[config.mk]
export PLATFORM = sky130hd
export DESIGN_NAME = boot_loader
export DESIGN_NICKNAME = d
export VERILOG_FILES = /design/src/rtl/boot_loader.sv
export SDC_FILE = /design/constraint.sdc
export NUM_CORES = 1
export LEC_CHECK = 0
export CAP_MARGIN = 20
export CORE_ASPECT_RATIO = 1.2
export CORE_MARGIN = 5
export CORE_UTILIZATION = 53
export CTS_CLUSTER_SIZE = 40
export DETAILED_ROUTE_END_ITERATION = 10
export PLACE_DENSITY = 0.75
export SETUP_SLACK_MARGIN = 0.5
export SLEW_MARGIN = 20
export SYNTH_ARGS = -nofsm -noshare
export SYNTH_HDL_FRONTEND = slang
export SYNTH_SLANG_ARGS = --single-unit
[constraint.sdc]
create_clock -name CLK -period 4.4 [get_ports CLK]
set_input_delay 1.1 -clock CLK [delete_from_list [all_inputs] [get_ports CLK]]
set_output_delay 1.1 -clock CLK [all_outputs]
set_load 0.005 [all_outputs]
[src/rtl/boot_loader.sv]
// Byte-stream program loader: writes a framed image into MEMORY while holding the cpu in reset.
// Define LOADER_CHECKSUM_EN to require a trailing modulo-256 checksum byte after the payload.
module boot_loader #(
  parameter int ADDR_W  = 16,
  parameter int TIMEOUT = 255
) (
  input  logic              CLK,
  input  logic              R,
  input  logic              rx_valid,
  input  logic [7:0]        rx_data,
  output logic              rx_ready,
  output logic              mem_we,
  output logic [ADDR_W-1:0] mem_addr,
  output logic [7:0]        mem_din,
  output logic              cpu_r,
  output logic              done,
  output logic              err
);

  localparam int IDLE_W = (TIMEOUT > 0) ? $clog2(TIMEOUT + 1) : 1;
  localparam logic [IDLE_W-1:0] IDLE_LAST = IDLE_W'((TIMEOUT > 0) ? TIMEOUT - 1 : 0);

  typedef enum logic [7:0] {
    st_addr_lo = 8'b0000_0001,
    st_addr_hi = 8'b0000_0010,
    st_len_lo  = 8'b0000_0100,
    st_len_hi  = 8'b0000_1000,
    st_data    = 8'b0001_0000,
    st_check   = 8'b0010_0000,
    st_run     = 8'b0100_0000,
    st_error   = 8'b1000_0000
  } state_t;

  state_t            state;
  logic [7:0]        addr_lo_r;
  logic [7:0]        len_lo_r;
  logic [ADDR_W-1:0] cur;
  logic [ADDR_W-1:0] rem;
  logic [IDLE_W-1:0] idle;
  logic              xfer;
  logic              counting;
  logic              timeout_hit;
  state_t            end_st;

  // State following the payload (or an empty payload).
  function automatic state_t payload_end_state();
`ifdef LOADER_CHECKSUM_EN
    return st_check;
`else
    return st_run;
`endif
  endfunction

`ifdef LOADER_CHECKSUM_EN
  logic [7:0] acc;
  logic [7:0] chk_sum;
  assign chk_sum = acc + rx_data;
`endif

  assign rx_ready = (state != st_run) && (state != st_error);

  always_comb begin
    xfer        = rx_valid && rx_ready;
    end_st      = payload_end_state();
    counting    = (TIMEOUT > 0) &&
                  (state inside {st_addr_hi, st_len_lo, st_len_hi, st_data, st_check});
    timeout_hit = counting && !xfer && (idle == IDLE_LAST);
  end

  always_ff @(posedge CLK) begin
    if (R) begin
      state    <= st_addr_lo;
      mem_we   <= 1'b0;
      mem_addr <= '0;
      mem_din  <= 8'h00;
      cpu_r    <= 1'b1;
      done     <= 1'b0;
      err      <= 1'b0;
      idle     <= '0;
`ifdef LOADER_CHECKSUM_EN
      acc      <= 8'h00;
`endif
    end else begin
      mem_we <= 1'b0;
      if (xfer)
        idle <= '0;
      else if (counting)
        idle <= idle + IDLE_W'(1);

      case (state)
        st_addr_lo: if (xfer) begin
          addr_lo_r <= rx_data;
          state     <= st_addr_hi;
        end
        st_addr_hi: if (xfer) begin
          cur   <= ADDR_W'({rx_data, addr_lo_r});
          state <= st_len_lo;
        end
        st_len_lo: if (xfer) begin
          len_lo_r <= rx_data;
          state    <= st_len_hi;
        end
        st_len_hi: if (xfer) begin
          rem <= ADDR_W'({rx_data, len_lo_r});
          if ({rx_data, len_lo_r} == 16'h0000) begin
            state <= end_st;
            if (end_st == st_run) begin
              cpu_r <= 1'b0;
              done  <= 1'b1;
            end
          end else begin
            state <= st_data;
          end
        end
        // Write is registered here, so it reaches MEMORY no later than the release.
        st_data: if (xfer) begin
          mem_we   <= 1'b1;
          mem_addr <= cur;
          mem_din  <= rx_data;
          cur      <= cur + ADDR_W'(1);
          rem      <= rem - ADDR_W'(1);
`ifdef LOADER_CHECKSUM_EN
          acc      <= acc + rx_data;
`endif
          if (rem == ADDR_W'(1)) begin
            state <= end_st;
            if (end_st == st_run) begin
              cpu_r <= 1'b0;
              done  <= 1'b1;
            end
          end
        end
`ifdef LOADER_CHECKSUM_EN
        st_check: if (xfer) begin
          if (chk_sum == 8'h00) begin
            state <= st_run;
            cpu_r <= 1'b0;
            done  <= 1'b1;
          end else begin
            state <= st_error;
            err   <= 1'b1;
          end
        end
`endif
        default: ;
      endcase

      if (timeout_hit) begin
        state <= st_error;
        err   <= 1'b1;
        cpu_r <= 1'b1;
        done  <= 1'b0;
      end
    end
  end

endmodule

; ---- Word level (Yosys, flattened, before mapping)
; Cells that the tools add are included.
; Widths: inputs -> output; s select.
[totals]
mem_count = 0
rom_bits = 0
elab_cells = 89
register_bits = 92
ramBits = 0
out_inout_bits = 29
latchBits = 0
[classes]
n_mul = 0
reduce_logical = 22
div = 0
n_eq_ne = 23
shift = 0
n_lt_le_gt_ge = 0
addsub = 3
bitwise = 2
n_mux = 26
[op_table]
columns = op, n
row1 = $mux 16, 4
row2 = $pmux 16 s2, 2
row3 = $mux 8, 7
row4 = $pmux 8 s5, 1
row5 = $add 16x1->16 const B, 1
row6 = $eq 16x1->1 const B, 1
row7 = $logic_not 16->1, 1
row8 = $sub 16x1->16 const B, 1
row9 = $ne 3x3->1 const B, 5
row10 = $reduce_and 7->1, 2
row11 = $ne 2x2->1 const B, 5
row12 = $reduce_bool 5->1, 2
row13 = $mux 1, 9
row14 = $add 8x1->8 const B, 1
row15 = $eq 8x1->1 const B, 1
row16 = $eq 8x2->1 const B, 1
row17 = $eq 8x3->1 const B, 1
row18 = $eq 8x4->1 const B, 1
row19 = $eq 8x5->1 const B, 1
row20 = $eq 8x6->1 const B, 1
row21 = $eq 8x8->1 const B, 1
row22 = $ne 8x7->1 const B, 1
row23 = $ne 8x8->1 const B, 1
row24 = $reduce_and 4->1, 2
row25 = 13 further kinds, 23

; ---- Logic depth before layout (Yosys ltp)
[depth]
ltp_word = 8
mapped_depth = 8

; ---- Worst setup path after synthesis
; No wires, ideal clock.
[synth_path]
path_kind = input to register
start = input rx_valid
end = register rem[0], enable pin
arrival_time_ns = 3.001
path_slack_ns = 0.968
path_stages = 3
setup_ns = 0.430
path_cell_list = o31a_1 nand2b_1 nor4_1
[synth_via]
elab_chain_len = 3
elab_cells_between_ends = 4
[synth_lines]
columns = element, line
row1 = "start, declared", 9  ; input logic rx_valid,
row2 = $logic_and 1x1->1 *, 63  ; xfer = rx_valid && rx_ready;
row3 = $ne 2x2->1 (no line), --
row4 = $reduce_and 4->1 (no line) *, --
row5 = "end signal, assigned", 104  ; rem <= ADDR_W'({rx_data, len_lo_r});
row6 = "end signal, assigned", 121  ; rem <= rem - ADDR_W'(1);
row7 = "end, declared", 38  ; logic [ADDR_W-1:0] rem;
; Every way passes the cells marked *; elsewhere a longest branch is shown, timed or not.
; A chain may end at the register's enable or synchronous reset.

; ---- Final worst setup path
[layout_path]
start = register state[2]
end = output rx_ready
[layout_via]
elab_chain_len = 2
elab_cells_between_ends = 3
[layout_lines]
columns = element, line
row1 = "start, declared", 34  ; state_t state;
row2 = "start signal, assigned", 72  ; state <= st_addr_lo;
row3 = "start signal, assigned", 93  ; state <= st_addr_hi;
row4 = "start signal, assigned", 97  ; state <= st_len_lo;
row5 = $ne 8x7->1 or $ne 8x8->1 (tied branches), 60  ; assign rx_ready = (state != st_run) && (state != st_error);
row6 = $logic_and 1x1->1 *, 60
row7 = "end, declared", 11  ; output logic rx_ready,
; Marks and branches as above.

==> reports/results.md <==
| Item | This run |
| --- | --- |
| RSZ-0062 raised after global routing | no |
| Worst Hold Class | reg2reg |
| Most instantiated flip-flop cell in the synthesis netlist | sky130_fd_sc_hd__edfxtp_1 |
| Share of cells above drive strength 1 | 0.06769 |
| Count of H-tree levels built during CTS | 3 |
| Io pins | 40 |
| Reg2Reg Launch Point | state[0]$_SDFFE_PP1P_ |
| CTS Buf Count | 9 |
| Startpoint class of the critical path | flop |
| Synthesized area divided by synthesized cell count | 9.929 sq um |
| Critical path capture point | rx_ready |
| Worst r2r dst | mem_addr[10]$_SDFFE_PP0P_ |
| Average wire per standard cell | 16.37 um |
| Worst hold slack across all endpoints | 0.4588 ns |
| Final worst clock skew | 0.01548 ns |
| Number of warnings printed during yosys synthesis | 0 |
| Run status | finished, final reports clean |
| Worst Setup End Kind | primary output |
| CTS clock-pin slew for the worst setup and hold paths | 0.11 ns |
| Nets | 469 |
| Detail Placement HPWL | 6.421 mm |
| F_max | 311.4 MHz |
| Maximum fanout encountered on the critical timing path | 12 |
| Hold buffer count at cts | 0 |
| Placed instance count | 534 |
| Routability congestion estimate | 0.9135 |
| Filler-free cell count of the finished design | 550 |
| TritonRoute pass-1 iters | 5 |
| Die span in x | 90.69 um |
| Number of distinct library cells after synthesis | 43 |
| Synth-to-Final Area Change | 15.56% |
| Buffers inserted by post-CTS timing repair | 0 |
| Starting Density | 0.5402 |
| Clock latency on the worst-skew pair | 0.37 ns |
| Vias in the first global route | 3013 |
| Post-CTS resize count | 0 |
| Worst endpoint required time | 3.30 ns |
| Final core utilization | 0.6243 |
| Number of slew-limit violations in the final report | 0 |
| Syn Nets | 433 |
| Category of the most critical setup path | reg2out |
| Number of cells produced by synthesis | 417 |
| CTS Root Buffer Type | sky130_fd_sc_hd__clkbuf_8 |
| Worst Setup SP | state[2]$_SDFFE_PP0P_ |
| Die area | 9687 sq um |
| Total power density per cell area | 320.5 nW/um^2 |
| Minimum period implied by the final worst setup slack | 3.211 ns |
| GRT Util Overall | 0.1887 |
| Area of the core region | 7664 sq um |
| Vertical die dimension | 106.8 um |
| Final hold viol count | 0 |
| Number of antenna diodes | 0 |
| Std-Cell Rows | 35 |
| Fraction of the cycle the final worst path needs | 0.7297 |
| Flops & latches, synth | 91 |
| Length in cells of the worst reg-to-reg path | 5 |
| Worst Max-Slew Pin Slew | 0.9997 ns |
| Internal reg-to-reg setup slack | 1.70 ns |
| Deepest clock path buffer count | 2 |
| Antenna violations before repair | 0 |
| Port Buffers | 39 |
| Fill cells | 630 |
| CTS sink count | 91 |
| Synth async-reset ratio | 0 |
| Part of the Yosys area used for sequential elements | 0.5561 |
| Area of combinational cells with multiple inputs | 1733 sq um |
| Final TNS setup | 0 ns |
| Total vias in the final route | 3145 |
| Final wirelength | 9.002 mm |
| Drt via density | 5.718 |
| Post-synthesis cell area | 4140 sq um |
| Sequential cell area | 2302 sq um |
| Wire length of the first global-routing pass | 14.66 mm |
| Antenna viol nets, final | 0 |
| Pin count of the biggest net entering global routing | 33 |
| Worst vdd ir | 0.2080 mV |
| Static Leak | 1.513 nW |
| Setup violators final | 0 |
| Final routed DRC violation total | 0 |
| Number of flops mapped to enable cells by yosys | 48 |
| Clock tree from TritonCTS | yes |
| Congestion Overflow GR | 0 |
| Slew Limit Headroom | 0.3335 |
| First DRT Iteration DRCs | 219 |
| Number of max-cap violations | 0 |
| Arrival @ worst endpoint | 2.11 ns |
-- layout by cell type, fill, tap and decap left out, drive strengths merged, types with 2 or more instances in the layout --
cell and instances:
dfxtp 43, clkdlybuf4s50 39, nand2b 6, nor2 32, nand4 4, nand2 73, a31oi 2, inv 12
nand4b 2, or3 6, and3 2, edfxtp 48, o31ai 2, nand3 14, clkbuf 9, a211oi 2
nor4 11, nor3 13, a21oi 50, ha 5, or4b 2, nor4b 2, xnor2 24, and4 3
or4 5, clkinvlp 2, buf 4, o21ai 20, a21o 2, xor2 11
-- cell type report --
type,count,area share
clock buffers,9,0.02589
clock inverters,7,0.01334
inverters,7,0.005492
multi-input cells,301,0.3622
flip-flops and latches,91,0.4812
well taps,92,0.02406
repair buffers,43,0.08787
-- critical path, cell delays in order (launching register included) --
cell and delay (ns):
sky130_fd_sc_hd__dfxtp_1 0.44, sky130_fd_sc_hd__or3_1 0.48, sky130_fd_sc_hd__or3_1 0.37, sky130_fd_sc_hd__clkdlybuf4s50_1 0.45
-- power breakdown --
| part | switching [mW] | internal [mW] |
|---|---|---|
| clock | 0.331 | 0.219 |
| combinational | 0.0483 | 0.0278 |
| sequential | 0.00808 | 0.899 |
-- synthesized netlist by cell type (all sizes together), types with 3 or more instances --
master | count | share of area
inv | 7 | 0.0063
ha | 5 | 0.015
buf | 8 | 0.013
xnor2 | 24 | 0.051
nor2 | 32 | 0.031
edfxtp | 48 | 0.35
nand4 | 4 | 0.0060
nor3 | 13 | 0.016
or3 | 6 | 0.0091
clkbuf | 10 | 0.0091
and4 | 3 | 0.0063
xor2 | 11 | 0.023
nor4 | 11 | 0.018
or4 | 5 | 0.011
o21ai | 20 | 0.024
nand2 | 73 | 0.066
dfxtp | 43 | 0.21
nand3 | 14 | 0.017
nand2b | 6 | 0.0091
a21oi | 50 | 0.062
-- worst min-delay path by stage --
stage	startpoint	endpoint	slack [ns]	depth (start not counted)
2_1_floorplan	done$_SDFFE_PP0P_	done$_SDFFE_PP0P_	0.44	2
3_3_place_gp	cpu_r$_SDFFE_PP1P_	cpu_r$_SDFFE_PP1P_	0.44	1
3_5_place_dp	err$_SDFFE_PP0P_	err$_SDFFE_PP0P_	0.44	2
4_1_cts	mem_din[2]$_SDFFE_PP0P_	mem_din[2]$_SDFFE_PP0P_	0.46	2
5_1_grt	mem_din[2]$_SDFFE_PP0P_	mem_din[2]$_SDFFE_PP0P_	0.47	2
6_report	mem_din[5]$_SDFFE_PP0P_	mem_din[5]$_SDFFE_PP0P_	0.46	2
-- logic make-up after synthesis --
family / share of synthesized area
and+or+nand+nor: 0.2152
AOI/OAI and AO/OA: 0.1115
adders and majority gates: 0.01511
buffers and inverters: 0.02811
xor gates and xnor gates: 0.07404
DFF: 0.5561
-- metrics by stage --
| step | power, mW | cell area [sq um] | setup WS [ns] |
|---|---|---|---|
| final | 1.534 | 4785 | 1.189 |
| after global routing | 1.591 | 4785 | 1.114 |
| after CTS | 1.540 | 4785 | 1.182 |
| after detailed placement | 1.003 | 4597 | 1.183 |
| after global placement | 1.001 | 4597 | 1.270 |
| after floorplan | 0.9717 | 4140 | 0.9683 |
-- sequential cells by signal (all words and copies together) (netlist names) --
register,count
cpu_r,1
rem,16
cur,16
mem_we,1
len_lo_r,8
done,1
err,1
mem_addr,16
mem_din,8
addr_lo_r,8
idle,8
state,7
-- metal layers --
metal	track usage	vias up	part of all wire
li1	-	1565	-
met1	0.2306	1501	0.42
met2	0.3328	70	0.53
met3	0.03860	9	0.039
met4	0.05957	0	0.014
met5	0	-	0
Power figures use the tool's default switching activity.
